## config.mk

```make
export PLATFORM = sky130hd
export DESIGN_NAME = fcs_append
export DESIGN_NICKNAME = d
export VERILOG_FILES = /design/src/rtl/fcs_append.sv
export SDC_FILE = /design/constraint.sdc
export NUM_CORES = 1
export LEC_CHECK = 0
export BUFFER_PORTS_ARGS = -buffer_cell sky130_fd_sc_hd__buf_2
export CAP_MARGIN = 20
export CORE_UTILIZATION = 55
export CTS_CLUSTER_DIAMETER = 80
export DETAILED_ROUTE_END_ITERATION = 16
export PLACE_DENSITY = 0.7
export RECOVER_POWER = 25
export SETUP_SLACK_MARGIN = 0.4
export SLEW_MARGIN = 10
export SYNTH_ARGS = -nofsm -noshare
export SYNTH_HDL_FRONTEND = slang
export SYNTH_SLANG_ARGS = --single-unit
```

## constraint.sdc

```tcl
create_clock -name clk -period 7.1 [get_ports clk]
set_clock_uncertainty 0.1 [all_clocks]
set_input_delay 1.42 -clock clk [delete_from_list [all_inputs] [get_ports clk]]
set_output_delay 1.42 -clock clk [all_outputs]
set_load 0.05 [all_outputs]
```

## src/rtl/fcs_append.sv

```systemverilog
// fcs_append: appends the IEEE 802.3 CRC-32 FCS to a TX byte stream with zero-latency pass-through.
// Build option FCS_PAD_EN: zero-pad short frames to MIN_LEN bytes before the FCS.
module fcs_append #(
    parameter int unsigned MIN_LEN = 60
) (
    input  logic       clk,
    input  logic       reset,
    input  logic       clear,
    input  logic [7:0] in_data,
    input  logic       in_valid,
    input  logic       in_last,
    output logic       in_ready,
    output logic [7:0] out_data,
    output logic       out_valid,
    output logic       out_last,
    input  logic       out_ready
);

    localparam logic [31:0] CrcInit = 32'hFFFF_FFFF;
    localparam logic [31:0] CrcPoly = 32'hEDB8_8320;

    // MIN_LEN has to fit the 6-bit saturating length counter.
    if (MIN_LEN < 1 || MIN_LEN > 63) begin : g_min_len_bad
        $error("fcs_append: MIN_LEN must be in 1..63");
    end

    typedef enum logic [1:0] {StPass, StPad, StFcs} state_e;

    state_e      state_q, state_d;
    logic [31:0] crc_q, crc_d;
    logic [1:0]  fcs_idx_q, fcs_idx_d;
    logic        out_xfer;

    // Reflected CRC-32 update over one byte, LSB first.
    function automatic logic [31:0] crc_byte(logic [31:0] crc, logic [7:0] data);
        logic [31:0] c;
        c = crc ^ {24'd0, data};
        for (int i = 0; i < 8; i++) begin
            c = c[0] ? ((c >> 1) ^ CrcPoly) : (c >> 1);
        end
        return c;
    endfunction

`ifdef FCS_PAD_EN
    localparam logic [6:0] MinLen = 7'(MIN_LEN);

    logic [5:0] len_q, len_d;
    logic [6:0] len_inc;
    logic [5:0] len_sat;

    assign len_inc = {1'b0, len_q} + 7'd1;
    assign len_sat = (len_q == 6'd63) ? len_q : len_inc[5:0];

    always_ff @(posedge clk or posedge reset) begin
        if (reset) begin
            len_q <= 6'd0;
        end else begin
            len_q <= len_d;
        end
    end
`endif

    always_ff @(posedge clk or posedge reset) begin
        if (reset) begin
            state_q   <= StPass;
            crc_q     <= CrcInit;
            fcs_idx_q <= 2'd0;
        end else begin
            state_q   <= state_d;
            crc_q     <= crc_d;
            fcs_idx_q <= fcs_idx_d;
        end
    end

    always_comb begin
        state_d   = state_q;
        crc_d     = crc_q;
        fcs_idx_d = fcs_idx_q;
`ifdef FCS_PAD_EN
        len_d     = len_q;
`endif
        // PASS behaviour is the default, also while in reset.
        in_ready  = out_ready;
        out_valid = in_valid;
        out_data  = in_data;
        out_last  = 1'b0;

        case (state_q)
            StPad: begin
                in_ready  = 1'b0;
                out_valid = 1'b1;
                out_data  = 8'h00;
            end
            StFcs: begin
                in_ready  = 1'b0;
                out_valid = 1'b1;
                out_data  = ~crc_q[{fcs_idx_q, 3'b000} +: 8];
                out_last  = (fcs_idx_q == 2'd3);
            end
            default: ;
        endcase

        out_xfer = out_valid & out_ready;

        if (clear) begin
            state_d   = StPass;
            crc_d     = CrcInit;
            fcs_idx_d = 2'd0;
`ifdef FCS_PAD_EN
            len_d     = 6'd0;
`endif
        end else if (out_xfer) begin
            case (state_q)
                StPass: begin
                    crc_d = crc_byte(crc_q, out_data);
`ifdef FCS_PAD_EN
                    len_d = len_sat;
                    if (in_last) begin
                        fcs_idx_d = 2'd0;
                        state_d   = (len_inc < MinLen) ? StPad : StFcs;
                    end
`else
                    if (in_last) begin
                        fcs_idx_d = 2'd0;
                        state_d   = StFcs;
                    end
`endif
                end
`ifdef FCS_PAD_EN
                StPad: begin
                    crc_d = crc_byte(crc_q, out_data);
                    len_d = len_sat;
                    if (len_inc == MinLen) begin
                        fcs_idx_d = 2'd0;
                        state_d   = StFcs;
                    end
                end
`endif
                StFcs: begin
                    fcs_idx_d = fcs_idx_q + 2'd1;
                    if (fcs_idx_q == 2'd3) begin
                        state_d   = StPass;
                        crc_d     = CrcInit;
                        fcs_idx_d = 2'd0;
`ifdef FCS_PAD_EN
                        len_d     = 6'd0;
`endif
                    end
                end
                default: begin
                    state_d = StPass;
                end
            endcase
        end
    end

endmodule

```

# [Word level (Yosys, flattened, before mapping)]
# Cells that the tools add are included.
[totals] word_cells=54 memories=0 ff_bits=36 ramBits=0 latch_bits=0 input_bits=14 mem_bits_ro=0
[op_classes] n_mul=0 div=0 addsub=1 n_shift=1 mux=26 n_lt_le_gt_ge=0 n_bitwise=11 reduce_logical=7 eq_ne=5
[op_table] op="$mux 32" n=11
[op_table] op="$not 13->14" n=8
[op_table] op="$pmux 32 s2" n=1
[op_table] op="$shiftx 32x6->8" n=1
[op_table] op="$xor 32x8->32" n=1
[op_table] op="$mux 2" n=8
[op_table] op="$pmux 8 s2" n=1
[op_table] op="$reduce_and 3->1" n=3
[op_table] op="$not 8->8" n=1
[op_table] op="$pmux 2 s2" n=2
[op_table] op="$ne 3x3->1 const B" n=2
[op_table] op="$eq 2x2->1 const B" n=2
[op_table] op="$mux 1" n=3
[op_table] op="$reduce_bool 3->1" n=1
[op_table] op="$add 2x1->2 const B" n=1
[op_table] op="$eq 2x1->1 const B" n=1
[op_table] op="$logic_not 2->1" n=1
[op_table] op="$reduce_bool 2->1" n=1
[op_table] op="$reduce_or 2->1" n=1
[op_table] op="$and 1x1->1" n=1

# [Logic depth before layout (Yosys ltp)]
[logic_depth] ltp_word=23 mapped_depth=10 ltp_nobuf=7

# [Worst setup path after synthesis]
# Ideal clock, no wire load.
[synth_path] path_type="input to output" startpoint="input in_data[6]" endpoint="output out_data[6]" slack_ps=3327 stages=2 required_ps=5580 arrival_time_ps=2253 path_cell_list="nor2_1 a31oi_1"
[synth_between] elab_chain_cells=1
[synth_lines] item="start, declared" line_no="9" text="input logic [7:0] in_data,"
[synth_lines] item="$pmux 8 s2" line_no="88" text="case (state_q)"
[synth_lines] item="end, declared" line_no="13" text="output logic [7:0] out_data,"
# No other way between the ends.

# [Worst setup path in the final report]
[layout_path] startpoint="input out_ready" endpoint="output in_ready"
[layout_between] elab_chain_cells=1
[layout_lines] item="start, declared" line_no="16" text="input logic out_ready"
[layout_lines] item="$mux 1" line_no="88"
[layout_lines] item="end, declared" line_no="12" text="output logic in_ready,"
# No other way between the ends.

==> run metrics <==
port bufs=24; sequential share of power=31.3%; Fmax=0.285 GHz; Place WS=between 3 and 4 ns; Rel. slew slack=-32.3%; Reg2Reg Depth=7; top sig layer=met4; leakage=1.32 nW; Post-synth EDFFs=0; Seq cells post-synth=35; Clk pwr share=16.3%; maximum clock path buffer count=2; CTS Buf Count=5; initial cell density of the core=58.2%; met1 WL=roughly 3400 µm; count of pins over their slew limit=36; synth unique cells=58; period utilization=49.5%; WP data arrival=1.99 ns; setup bufs post-CTS=0; chip height=between 70 and 80 µm; total power=1.01 mW; CP Capture Type=primary output; Antenna Cells=0; Final ANT Viol Nets=0; Worst Path Required=5.58 ns; Placer Congestion=~0.9; Storage cell area=916 µm²; CTS tree=yes; share of cells above drive strength 1=22.7%; Min-Delay Path Class=reg -> reg; final std cells w/o fill=between 400 and 500; Via Count=2548; vias in the first global route=2606; initial antenna violation count=0; most frequent cells in the layout=nor2_1 (46), a21oi_1 (38), xnor2_1 (35), dfstp_2 (32), buf_2 (24); post-synthesis instance total=334; fillers=455; Nets=approximately 370; Reg-to-Reg End=crc_q[21]$_DFFE_PP1P_; drt initial violations=176; # setup viols final=0; violated checks=max-capacitance violations, max-slew violations; Crit Path Max Fanout=7; worst hold start=crc_q[29]$_DFFE_PP1P_; Std-Cell Rows=26; Clock Latency Late Sink=0.29 ns; RR Startpoint=state_q[1]$_DFFE_PP0P_; fin util=63.5%; CP Launch Type=input port; area of the multi-input gates=between 1500 and 2000 µm²; DR WL met3=between 300 and 400 µm; Vias/cell=6.04; asr flop ratio synth=100%; Overall Global Routing Usage=28.7%; Worst Hold Depth=2; max_cap viols=1; Area Overhead vs Synth=9.15%; Sw Ratio=39.3%; post-synthesis instance area=3050 µm²; clock root buffer=clkbuf_8; commonest non-fill, non-tap cell in the layout=nor2_1; drt drc=0; minimum clock period=3.51 ns; setup slack after layout=~3.6 ns; die area=5850 µm²; Main synth FF type=dfstp_2; RSZ-0062 raised after global routing=no; Logic pwr share=52.4%; die width=76.5 µm; CTS Sinks=35; global-route wire length before repair=roughly 13000 µm; DRT Wirelength=7680 µm; Crit Path Class=in -> out; sequential area share after synthesis=a little under a third; HPWL after DPL=5270 µm; synth warn=0; outcome=finished with violations; DR pass1 iterations=4; Post-Syn Area per Cell=9.13 µm²; hold_buf cts=0; Slew @ Worst Pin=1.98 ns; core area=5240 µm²; placed cell count=412; wire length per cell=between 15 and 20 µm; H-tree levels=2; FF-to-FF setup slack=3.85 ns; peak supply drop=roughly 0.00022 V; Worst Hold End=crc_q[29]$_DFFE_PP1P_; largest net degree at the start of global routing=36; Pint=0.615 mW; GRT overflow=0; post-route setup TNS=0 ns; PD cells=304 nW/µm²; WL met2=3710 µm; NetSw=0.398 mW; cts repair resizes=0; Top Ports=25; clock slew at reported path FFs=0.08 ns; syn_nets=349; final hold violation count=0
-- how the worst max path moves through the flow --
| stage | startpoint | to | slack [ns] | cells after the start |
|---|---|---|---|---|
| 5_1_grt | fcs_idx_q[1]$_DFFE_PP0P_ | out_data[2] | 3.42 | 5 |
| 2_1_floorplan | in_data[6] | out_data[6] | 3.33 | 2 |
| 3_3_place_gp | in_data[0] | crc_q[19]$_DFFE_PP1P_ | 3.51 | 8 |
| 6_report | out_ready | in_ready | 3.59 | 4 |
| 4_1_cts | state_q[1]$_DFFE_PP0P_ | in_ready | 3.24 | 4 |
| 3_5_place_dp | in_data[0] | crc_q[19]$_DFFE_PP1P_ | 3.38 | 8 |
-- metal layers --
metal	vias up	GRT usage [%]
li1	1236	-
met1	1229	36.6
met2	63	49.2
met3	20	4.07
met4	0	10.6
met5	-	0
-- cell usage after synthesis, types with 4 or more instances --
| library cell | n | area [µm²] |
|---|---|---|
| xor2_1 | 16 | 140 |
| xnor3_1 | 8 | 180 |
| buf_2 | 4 | 20.0 |
| nand2_1 | 10 | 37.5 |
| dfstp_2 | 32 | 841 |
| a21o_1 | 10 | 75.1 |
| and2_1 | 6 | 37.5 |
| nor3_1 | 10 | 50.1 |
| a211oi_1 | 7 | 52.6 |
| xnor2_1 | 35 | 307 |
| a21oi_1 | 38 | 190 |
| nand3_1 | 6 | 30.0 |
| and3_1 | 4 | 25.0 |
| mux2i_1 | 10 | 100 |
| inv_1 | 11 | 41.3 |
| a31oi_1 | 6 | 37.5 |
| clkbuf_1 | 11 | 41.3 |
| nor2_1 | 46 | 173 |
-- state kept, by name, summed over array words and instances (netlist names) --
| name | count |
|---|---|
| fcs_idx_q | 2 |
| crc_q | 32 |
| state_q | 1 |
-- power by group through the flow --
stage | clock, mW | combinational, mW | sequential [mW]
finish | 0.165 | 0.531 | 0.317
global route | 0.176 | 0.575 | 0.324
CTS | 0.167 | 0.524 | 0.317
detailed placement | 0 | 0.518 | 0.321
global placement | 0 | 0.511 | 0.320
floorplan | 0 | 0.442 | 0.301
-- logic make-up after synthesis --
kind of cell | share of synthesized area [%]
AO/OA/AOI/OAI | 22.1
XOR/XNOR | 22.0
adder cells (fa/ha/maj) | 0.410
buffers and inverters | 4.72
flip-flops | 30.0
multiplexers | 5.87
AND/OR/NAND/NOR | 14.9
-- worst max-delay path, stage by stage --
cell and delay (ns):
buf_2 0.14, nand2_1 0.10, inv_1 0.08, buf_2 0.25
-- layout make-up --
type | count | share of cell area (%)
well taps | 70 | 2.63
clock buffers | 8 | 3.01
flip-flops and latches | 35 | 27.5
inverters | 11 | 1.24
multi-input cells | 268 | 59.9
repair buffers | 30 | 5.68
-- per-stage QoR --
| stage | hold slack (ns) | cell area, µm² |
|---|---|---|
| CTS | 0.421 | 3290 |
| global route | 0.440 | 3330 |
| detailed placement | 0.410 | 3190 |
| finish | 0.419 | 3330 |
| global placement | 0.402 | 3190 |
| floorplan | 0.388 | 3050 |
(Power assumes the default switching activity.)
